File: src/rtl/fetch_pkg.sv
// Shared encodings for the fetch-stage PC/nPC sequencer: redirect kinds,
// branch condition constants and the sequencer state enum.
package fetch_pkg;

    typedef enum logic [1:0] {
        RK_BRANCH = 2'b00,
        RK_CALL   = 2'b01,
        RK_JMPL   = 2'b10,
        RK_RSVD   = 2'b11
    } redirect_kind_e;

    localparam logic [3:0] COND_ALWAYS = 4'b1000;

    typedef enum logic [1:0] {
        BOOT   = 2'b00,
        RUN    = 2'b01,
        SQUASH = 2'b10
    } fetch_state_e;

endpackage

File: src/rtl/fetch_target_calc.sv
// Combinational control-transfer target generation for branch, call and jmpl.
import fetch_pkg::*;

module fetch_target_calc (
    input  logic [1:0]  kind,
    input  logic [31:0] pc_id,
    input  logic [21:0] disp22,
    input  logic [29:0] disp30,
    input  logic [31:0] jmpl_target,
    output logic [31:0] target,
    output logic        misaligned
);

    always_comb begin
        target     = '0;
        misaligned = 1'b0;
        case (redirect_kind_e'(kind))
            RK_BRANCH: target = pc_id + {{8{disp22[21]}}, disp22, 2'b00};
            RK_CALL:   target = pc_id + {disp30, 2'b00};
            RK_JMPL: begin
                // Low bits are forced to zero; the misalignment is only reported.
                target     = {jmpl_target[31:2], 2'b00};
                misaligned = |jmpl_target[1:0];
            end
            default:   target = '0;
        endcase
    end

endmodule

File: src/rtl/fetch_sequencer.sv
// Fetch-stage PC/nPC sequencer with delayed control transfer, delay-slot
// annulment, stall hold and a one-bubble boot sequence.
import fetch_pkg::*;

module fetch_sequencer #(
    parameter logic [31:0] RESET_PC = 32'h0000_0000,
    parameter int unsigned CNT_W    = 16
) (
    input  logic             clk,
    input  logic             clr,
    input  logic             le,
    input  logic             redirect_valid,
    input  logic [1:0]       redirect_kind,
    input  logic             branch_taken,
    input  logic [3:0]       cond,
    input  logic             annul_bit,
    input  logic [31:0]      pc_id,
    input  logic [21:0]      disp22,
    input  logic [29:0]      disp30,
    input  logic [31:0]      jmpl_target,
    output logic [31:0]      pc_out,
    output logic [31:0]      npc_out,
    output logic             fetch_valid,
    output logic             squash_id,
    output logic             misalign_err,
    output logic [CNT_W-1:0] fetch_count
);

    fetch_state_e     state_q, state_d;
    logic [31:0]      pc_q, pc_d;
    logic [31:0]      npc_q, npc_d;
    logic [CNT_W-1:0] cnt_q, cnt_d;
    logic             mis_q, mis_d;

    logic [31:0]      target;
    logic             misaligned;
    redirect_kind_e   kind;

    assign kind = redirect_kind_e'(redirect_kind);

    fetch_target_calc u_target_calc (
        .kind        (redirect_kind),
        .pc_id       (pc_id),
        .disp22      (disp22),
        .disp30      (disp30),
        .jmpl_target (jmpl_target),
        .target      (target),
        .misaligned  (misaligned)
    );

    always_comb begin
        state_d = state_q;
        pc_d    = pc_q;
        npc_d   = npc_q;
        cnt_d   = cnt_q;
        mis_d   = mis_q;
        if (le) begin
            case (state_q)
                BOOT: state_d = RUN;
                RUN, SQUASH: begin
                    pc_d    = npc_q;
                    npc_d   = npc_q + 32'd4;
                    cnt_d   = cnt_q + CNT_W'(1);
                    state_d = RUN;
                    // In SQUASH the ID instruction is being flushed, so its request is dropped.
                    if (state_q == RUN && redirect_valid && kind != RK_RSVD) begin
                        if (kind != RK_BRANCH || branch_taken) begin
                            npc_d = target;
                        end
                        if (kind == RK_BRANCH && annul_bit &&
                            (!branch_taken || cond == COND_ALWAYS)) begin
                            state_d = SQUASH;
                        end
                        if (misaligned) begin
                            mis_d = 1'b1;
                        end
                    end
                end
                default: state_d = BOOT;
            endcase
        end
    end

    always_ff @(posedge clk or negedge clr) begin
        if (!clr) begin
            state_q <= BOOT;
            pc_q    <= RESET_PC;
            npc_q   <= RESET_PC + 32'd4;
            cnt_q   <= '0;
            mis_q   <= 1'b0;
        end else begin
            state_q <= state_d;
            pc_q    <= pc_d;
            npc_q   <= npc_d;
            cnt_q   <= cnt_d;
            mis_q   <= mis_d;
        end
    end

    assign pc_out       = pc_q;
    assign npc_out      = npc_q;
    assign fetch_valid  = (state_q != BOOT);
    assign squash_id    = (state_q == SQUASH);
    assign misalign_err = mis_q;
    assign fetch_count  = cnt_q;

endmodule

File: config.mk
export PLATFORM = sky130hd
export DESIGN_NAME = fetch_sequencer
export DESIGN_NICKNAME = d
export VERILOG_FILES = /design/src/rtl/fetch_pkg.sv /design/src/rtl/fetch_target_calc.sv /design/src/rtl/fetch_sequencer.sv
export SDC_FILE = /design/constraint.sdc
export NUM_CORES = 1
export LEC_CHECK = 0
export CELL_PAD_IN_SITES_DETAIL_PLACEMENT = 1
export CELL_PAD_IN_SITES_GLOBAL_PLACEMENT = 1
export CORE_ASPECT_RATIO = 1.2
export CORE_MARGIN = 4
export CORE_UTILIZATION = 33
export DETAILED_ROUTE_END_ITERATION = 6
export GPL_TIMING_DRIVEN = 1
export PLACE_DENSITY = 0.84
export SLEW_MARGIN = 20
export SYNTH_ARGS = -nofsm -noshare
export SYNTH_HDL_FRONTEND = slang
export SYNTH_SLANG_ARGS = --single-unit
File: constraint.sdc
create_clock -name clk -period 2.5 [get_ports clk]
set_input_delay 0.25 -clock clk [delete_from_list [all_inputs] [get_ports clk]]
set_output_delay 0.25 -clock clk [all_outputs]
set_load 0.02 [all_outputs]
After elaboration in Yosys (flattened, before gate mapping). Index checks and enable logic that the tools add are counted.

Bits in registers: 83. Bits of input ports: 128. Output and inout bits: 83. Logic and storage cells: 37.

Add/sub/neg operators: 4. Equality and inequality tests: 6. Muxes and demuxes: 7. Reduce and logical (&&, ||, !) cells: 15.

Operators with widths (count): $pmux W32 S3 (1); $add A32 B32 Y32 (2); $mux W32 (2); $add A32 B3 Y32 const B (1); $add A16 B1 Y16 const B (1); $eq A2 B1 Y1 const B (2); $eq A2 B2 Y1 const B (2); $eq A4 B4 Y1 const B (1); $logic_and A1 B1 Y1 (4); $logic_not A2 Y1 (2); $mux W2 (2); $pmux W2 S2 (1); $reduce_and A4 Y1 (1); $reduce_bool A2 Y1 (2); $reduce_or A2 Y1 (2); $logic_or A1 B1 Y1 (2); $ne A2 B2 Y1 const B (1); $reduce_and A2 Y1 (1); $logic_not A1 Y1 (1); $mux W1 (1).

Depth between registers and ports, before layout. Gate-level depths: netlist (run 1).

Depth in word-level cells: 6. Depth in mapped cells: 17. Gate-level depth less buffers: 14.

Modules after synthesis. Synthesis (run 1) repeated with hierarchy kept, for this count alone.

Cells, all modules: 840. Area total of the unflattened synthesis: 6501.2 um^2.

By module, submodules not included: fetch_sequencer (instances 1, cells each 451, area each 4070.2 um^2, seq. area each 2078.2 um^2); fetch_target_calc (instances 1, cells each 389, area each 2431.1 um^2, seq. area each 0.0 um^2).

Worst setup path before layout (run 1). No wires, ideal clock.

Path kind: input port to flip-flop. Start: input port redirect_kind[0]. End: register npc_q[29], in the netlist npc_out[29]. Setup time: 0.072 ns. Arrival time: 3.186 ns. Required time: 2.428 ns. Setup slack: -0.758 ns. Cell stages on the path: 16. Path buffers: 3. Cell sequence: buf_2 > inv_1 > nor2_1 > clkbuf_1 > buf_1 > nand2_1 > nand2_1 > ha_1 > and3_1 > and3_1 > a211o_2 > o2111ai_1 > a31oi_1 > a21oi_1 > mux2_2 > nor2_1.

Word-level cells in the longest chain between the ends: 4. Elaborated cells on any way between the ends: 10. Classes of those cells: eq/ne (3); mux (3); reduce/logical (4).

RTL lines: start: declaration (RTL line fetch_sequencer.sv:13) `input logic [1:0] redirect_kind,`; $eq A2 B2 Y1 (tied with other cells) (RTL line fetch_target_calc.sv:17) `case (redirect_kind_e'(kind))`; $pmux W32 S3 / $logic_or A1 B1 Y1 (equally long branches) (RTL line fetch_target_calc.sv:17, fetch_sequencer.sv:67); $mux W32 (RTL line fetch_sequencer.sv:67) `if (kind != RK_BRANCH || branch_taken) begin`; $mux W32 (*) (RTL line fetch_sequencer.sv:66) `if (state_q == RUN && redirect_valid && kind != RK_RSVD) begin`; end signal: assignment (RTL line fetch_sequencer.sv:88) `npc_q <= RESET_PC + 32'd4;`; end signal: assignment (RTL line fetch_sequencer.sv:94) `npc_q <= npc_d;`; end: declaration (RTL line fetch_sequencer.sv:31) `logic [31:0] npc_q, npc_d;`.

Every way passes the cells marked *; elsewhere a longest branch is shown, timed or not. A chain may end at the register's enable or synchronous reset.

Worst setup path in the final report (run 1).
Start: input port redirect_kind[1]. End: register npc_q[26], in the netlist npc_out[26].

Same word-level chain as after synthesis.

==> results of run 1 <==
-- what timing repair did --
action / CTS / global route
endpoints found under the setup margin: 26 / 24
setup buffers: 8 / 11
resized for setup: 51 / 85
pin swaps: 27 / 47
gates cloned: 1 / 0
-- power breakdown --
group | total, µW | internal, µW | switching, µW
Sequential | 2520 | 1900 | 619
Combinational | 4840 | 2270 | 2560
Clock | 1310 | 690 | 616
-- stage by stage --
step	power (µW)	hold slack, ns
detailed placement	6850	0.441
CTS	8250	0.0699
global route	9100	0.100
finish	8660	0.0382
global placement	6660	0.433
floorplan	4480	-0.0456
-- how the worst max path moves through the flow --
| stage | from | to | slack, ns | cells after the start |
|---|---|---|---|---|
| 6_report | redirect_kind[1] | npc_out[26] | -0.33 | 17 |
| 5_1_grt | redirect_kind[1] | npc_out[26] | -0.39 | 17 |
| 4_1_cts | redirect_kind[1] | npc_out[29] | -0.13 | 15 |
| 3_5_place_dp | redirect_kind[0] | npc_out[13] | -1.06 | 15 |
| 3_3_place_gp | redirect_kind[0] | npc_out[13] | -0.86 | 15 |
| 2_1_floorplan | redirect_kind[0] | npc_out[19] | -0.23 | 15 |
-- Yosys cell counts, types with 4 or more instances --
cell | count | area [µm²]
a21o_1 | 25 | 188
a22oi_1 | 6 | 45.0
o21ai_0 | 36 | 180
o22a_1 | 6 | 52.6
o21bai_1 | 6 | 45.0
nand4_1 | 12 | 75.1
and2_1 | 6 | 37.5
a31oi_1 | 13 | 81.3
nand3_1 | 29 | 145
clkbuf_1 | 29 | 109
nor3_1 | 12 | 60.1
xnor2_1 | 22 | 193
dfrtp_1 | 82 | 2050
buf_2 | 8 | 40.0
a21oi_1 | 62 | 310
o22ai_1 | 8 | 50.1
a221oi_1 | 10 | 87.6
nor2_1 | 48 | 180
ha_1 | 41 | 513
xor2_1 | 15 | 131
inv_1 | 11 | 41.3
and3_1 | 16 | 100
a211oi_1 | 6 | 45.0
nand2_1 | 209 | 785
and4_1 | 4 | 35.0
-- placed cells by master, fill, tap and decap left out, types with 12 or more instances in the layout --
cell type,netlist,final
and3_1,16,12
ha_4,0,13
xor2_1,15,14
buf_4,1,140
xnor2_1,22,18
ha_1,41,26
nor2_1,48,43
a21oi_1,62,48
nand2_2,1,16
a21o_1,25,25
nand4_1,12,12
nand2_1,209,186
dfrtp_1,82,82
nand3_1,29,28
nor3_1,12,12
o21ai_0,36,26
clkdlybuf4s50_1,0,206
-- cell families after synthesis --
group	Yosys count	synth area share
flops	83	0.337
simple gates	354	0.252
buf+inv	52	0.0340
fa+ha+maj	42	0.0863
mux	3	0.00507
compound gates	217	0.234
xor+xnor	37	0.0525
-- critical path, delay by kind of cell --
family,cells,cell delay (ns)
and+or+nand+nor,5,0.58
AOI/OAI and AO/OA,5,1.03
muxes,1,0.28
buffers and inverters,4,0.56
adders and majority gates,2,0.39
-- area by class of cell --
class                           instances  area [µm²]  area share
Tap cell                              252         315      0.0296
Sequential cell                        83        2080       0.195
Multi-Input combinational cell        653        4610       0.434
Inverter                               11        48.8     0.00459
Antenna cell                            3        7.51    0.000706
Clock inverter                          7        57.6     0.00541
Timing Repair Buffer                  357        3290       0.309
Clock buffer                            9         225      0.0212
-- sequential cells by signal (all words and copies together) (netlist names) --
| name | cells |
|---|---|
| state_q | 2 |
| fetch_count | 16 |
| npc_out | 32 |
| misalign_err | 1 |
| pc_out | 32 |
-- per-layer routing --
metal	wire length (µm)	part of all wire	up-vias
met1	12100	0.38	3843
met2	16000	0.50	428
li1	-	-	3460
met4	1690	0.053	0
met5	0	0	-
met3	1980	0.063	129
==> metrics.yaml, run 1 <==
slew_headroom: 0.398
design_area_um2: 10600
fin_cells: 1375
cpMostUsedCell: "nand2_4"
cts_buffer_depth: 2
post_drt_wl_per_cell_um: 23.1
syn_inst: 788
rows: 54
die_y_um: 158
dp_hpwl_um: 20600
power_leakage_uw: 0.00471
area_delta_synth_final_pct: 72.3
ir_drop_uv: 390
max-cap-violations: 0
finalCritPeriodShare: 1.13
setup_ws_ns: -0.328
crit_type: "primary input to register"
drtPass1Iterations: 6
worst_r2r_startpoint: "npc_out[2]"
final_util: 0.581
tightest_slew_ns: 0.902
synth-main-ff-cell: "dfrtp_1"
timing.setup.tns_ns: -2.65
dieArea_um2: 21000
core_um2: 18300
critPathCaptureType: "register"
numPortBuffers: 210
critPathArrivalTime_ns: 3.10
nNetsFinal: 1285
drive_gt1_frac: 0.252
grt_pass1_vias: 8082
drtIter0Drc: 581
grt_usage: 0.257
powerDensity_nw_per_um2: 814
cts_buffers: 9
post-route-drc-count: 0
synth_nets: 958
worstPathMaxFanout: 6
fmax_mhz: 354
htree_levels: 3
grt_max_degree: 70
cp-start-kind: "primary input"
fillers: 2092
ys_warn_count: 0
die_w_um: 133
r2r_setup_slack_ns: -0.08
clk_latency_ns: 0.35
num_vias: 7860
vias_per_cell: 5.72
crit_slowest_cell: "a2111oi_4"
cts_num_sinks: 83
grt_util_met3: 0.0356
numPlacedInstances: 1336
reg2reg_to: "npc_out[26]"
pin_count: 211
critPathRequiredTime_ns: 2.77
syn_area_per_cell_um2: 7.84
grt_pass1_wl_um: 43400
antenna_found_initial: 3
drt-total-wl_um: 31700
cts_tree: "done"
placed_cell_area_um2: 9570
ys_seq_elements: 83
ant_nets: 0
setup-violations-final: 22
use_met1: 0.299
min_period_ns: 2.83
ys_types: 65
grt_most_used_layer: "met2"
start_util: 0.337
path_cells: "buf_8, buf_6, nor2_4, clkbuf_16, nand2_4, nand2_4, ha_4, fa_2, nand3_4, a2111oi_4, o21ai_2, nand2_2, a221oi_4, buf_4, a21oi_4, mux2i_1, a21o_1"
finClkSkew_ns: 0.0106
clk_pin_slew_ns: 0.07
cpPeakStageDelay_ns: 0.47
hold_buffers: 0
status: "finished with violations"
yosysSeqAreaShare: 0.337
rsz0062_at_grt: "yes"
dp_slack_ns: -1.06
grt-ovfl-total: 0
drv_slew: 0
grtUsageMet2: 0.475
place.gp.congestion: 0.900
r2r_cells: 9
mappedNetlistArea_um2: 6170
violations: "setup timing"
min_path_type: "primary input to async pin"
root_buffer: "clkbuf_16"
ys_async_sr_fraction: 1.00
hold_violations: 0
synth_edf_count: 0
Power figures use the tool's default switching activity.
==> run 2: changes to the inputs <==
--- a/config.mk
+++ b/config.mk
@@ -9,10 +9,12 @@
 export CELL_PAD_IN_SITES_GLOBAL_PLACEMENT = 1
 export CORE_ASPECT_RATIO = 1.2
 export CORE_MARGIN = 4
-export CORE_UTILIZATION = 33
+export CORE_UTILIZATION = 36
 export DETAILED_ROUTE_END_ITERATION = 6
+export GPL_ROUTABILITY_DRIVEN = 0
 export GPL_TIMING_DRIVEN = 1
-export PLACE_DENSITY = 0.84
+export HOLD_SLACK_MARGIN = 0.08
+export PLACE_DENSITY = 0.91
 export SLEW_MARGIN = 20
 export SYNTH_ARGS = -nofsm -noshare
 export SYNTH_HDL_FRONTEND = slang
==> constraint.sdc (replaced) <==
create_clock -name clk -period 3.4 [get_ports clk]
set_input_delay 0.34 -clock clk [delete_from_list [all_inputs] [get_ports clk]]
set_output_delay 0.34 -clock clk [all_outputs]
set_load 0.02 [all_outputs]
==> run 2 against run 1 <==
Effect of this change:
- the run now ends clean
- utilization decreased by 3.8 points
- via count decreased by 11%
- sequential power decreased by 24%
- critical path depth decreased by 2
- sequential cell count unchanged
- clock-buffer cell count unchanged
- critical endpoint is now npc_out[27]
- largest cell class unchanged
==> metrics.yaml, run 2 (same netlist as run 1, synthesis figures left out) <==
status: "finished, final reports clean"
hold_violations: 0  # unchanged
cts_tree: "done"
insertedDiodeCount: 0  # -3
fmax_mhz: 303
power_leakage_uw: 0.00413  # -12%
grt-ovfl-total: 0  # unchanged
num_vias: 6993  # -11%
critPathArrivalTime_ns: 3.45  # +0.35 ns
cts_buffers: 9  # unchanged
p_switching_uw: 2490  # -35%
min_path_type: "primary input to async pin"
layout_common_cells: "clkdlybuf4s50_1 (209), nand2_1 (208), dfrtp_1 (82), a21oi_1 (62), buf_4 (54)"
grt_pass1_wl_um: 37900  # -13%
start_util: 0.366  # +0.0292
crit_type: "primary input to register"
cts_buffer_depth: 2  # unchanged
drv_slew: 0  # unchanged
fillers: 2020  # -3.4%
finalCritPeriodShare: 0.970
drtIter0Drc: 409  # -30%
r2r_cells: 10  # +1
post-route-drc-count: 0  # unchanged
wl_met1_um: 9610  # -20%
die_y_um: 151  # -4.0%
critPathCaptureType: "register"
worst_r2r_startpoint: "state_q[1]"
antenna_found_initial: 0  # -3
pwr-share-comb: 0.507  # -0.051
endpoint: "npc_out[27]"
multi_input_area_um2: 3920  # -15%
setup_ws_ns: 0.103  # +0.431 ns
reg2reg_to: "npc_out[22]"
die_w_um: 128  # -4.0%
grt_pass1_vias: 7316  # -9.5%
design_area_um2: 9140  # -14%
worstPathMaxFanout: 12  # +6
numPortBuffers: 210  # unchanged
slew_headroom: 0.274  # -0.125
drt-total-wl_um: 24600  # -23%
dieArea_um2: 19300  # -7.9%
pwr-share-clk: 0.163  # +0.012
root_buffer: "clkbuf_16"
powerDensity_nw_per_um2: 632  # -22%
ir_drop_uv: 299  # -23%
area_delta_synth_final_pct: 48.1
mostFrequentLayoutCell: "clkdlybuf4s50_1"
grt_max_degree: 84  # +20%
max-cap-violations: 0  # unchanged
cp-start-kind: "primary input"
top_layer: "met4"
drive_gt1_frac: 0.0914  # -0.160
dp_hpwl_um: 19300  # -6.0%
clk_pin_slew_ns: 0.07  # about the same
critPathRequiredTime_ns: 3.56  # +0.79 ns
timing.setup.tns_ns: 0  # +2.65 ns
routed-wl-met2_um: 12700  # -20%
wl_met3_um: 1630  # -18%
swShare: 0.430  # -0.00810
grt_usage: 0.245  # -0.0121
drtPass1Iterations: 5  # -1
min_period_ns: 3.30
internal-power_uw: 3290  # -32%
postCtsSetupRepairBufs: 0  # -8
cts_num_sinks: 83  # unchanged
r2r_setup_slack_ns: 0.51  # +0.59 ns
rows: 52  # -3.7%
post_drt_wl_per_cell_um: 19.7  # -14%
tightest_slew_ns: 1.09  # +0.183 ns
htree_levels: 3  # unchanged
dp_slack_ns: -0.367  # +0.696 ns
register_area_um2: 2080  # unchanged
pin_count: 211  # unchanged
final_util: 0.543  # -0.0384
clk_latency_ns: 0.34  # about the same
placed_cell_area_um2: 8830  # -7.7%
core_um2: 16900  # -8.0%
startpoint: "redirect_kind[0]"
power_frac_seq: 0.330  # +0.039
ant_nets: 0  # unchanged
finClkSkew_ns: 0.00996  # -0.000645 ns
vias_per_cell: 5.62  # -1.7%
nNetsFinal: 1194  # -7.1%
setup-violations-final: 0  # -100%
run 2: cell types whose count changed in the layout (fill, tap and decap cells not counted), moves of 10 or more:
cell,previous run,this run
buf_4,140,54
nand2_1,186,208
ha_1,26,41
a21oi_1,48,62
nand2_2,16,2
ha_4,13,0
a21oi_2,10,0
run 2: area by class of cell:
type / instances / share of cell area
Clock inverter: 7 / 0.00657
Timing Repair Buffer: 266 / 0.279
Inverter: 11 / 0.00452
Multi-Input combinational cell: 653 / 0.429
Tap cell: 216 / 0.0296
Clock buffer: 9 / 0.0246
Sequential cell: 83 / 0.227
run 2: worst max-delay path, cell delays in order:
cell	delay (ns)
clkdlybuf4s50_1	0.51
inv_1	0.10
nor2_4	0.13
buf_12	0.15
nand2_1	0.08
nand2_1	0.12
ha_1	0.26
a211oi_1	0.25
o21bai_1	0.14
a211o_2	0.39
o211a_4	0.28
nor3_4	0.21
o21bai_1	0.14
a32oi_1	0.24
a21oi_1	0.11
run 2: power groups by stage:
stage / Sequential (µW) / Clock, µW / Combinational, µW
after global placement: 1890 / 0 / 2810
after detailed placement: 1920 / 0 / 2900
after floorplan: 2250 / 0 / 1010
after CTS: 1900 / 958 / 2930
after global routing: 1990 / 1000 / 3130
final: 1910 / 941 / 2930
run 2: stage by stage:
| stage | power, µW | hold WS [ns] | cells |
|---|---|---|---|
| after floorplan | 3260 | 0.0444 | 788 |
| after global placement | 4700 | 0.457 | 1229 |
| after detailed placement | 4820 | 0.464 | 1229 |
| after CTS | 5790 | 0.239 | 1245 |
| after global routing | 6120 | 0.113 | 1245 |
| final | 5770 | 0.00981 | 1245 |
run 2: worst min path at each step:
stage | to | slack (ns) | startpoint
floorplan | fetch_count[0] | 0.04 | clr
global placement | fetch_count[15] | 0.46 | fetch_count[15]
detailed placement | pc_out[18] | 0.46 | pc_out[18]
CTS | npc_out[0] | 0.24 | clr
global route | pc_out[0] | 0.11 | clr
finish | pc_out[0] | 0.01 | clr
run 2: metal layers:
metal  vias up  GRT usage
li1       3273          -
met1      3388      0.290
met2       288      0.449
met3        44     0.0382
met4         0     0.0815
met5         -          0
run 2: timing repair:
item	in CTS	in global routing
gates resized for setup	1	4
pin swaps	0	1
hold buffers	0	0
endpoints found under the setup margin	1	8
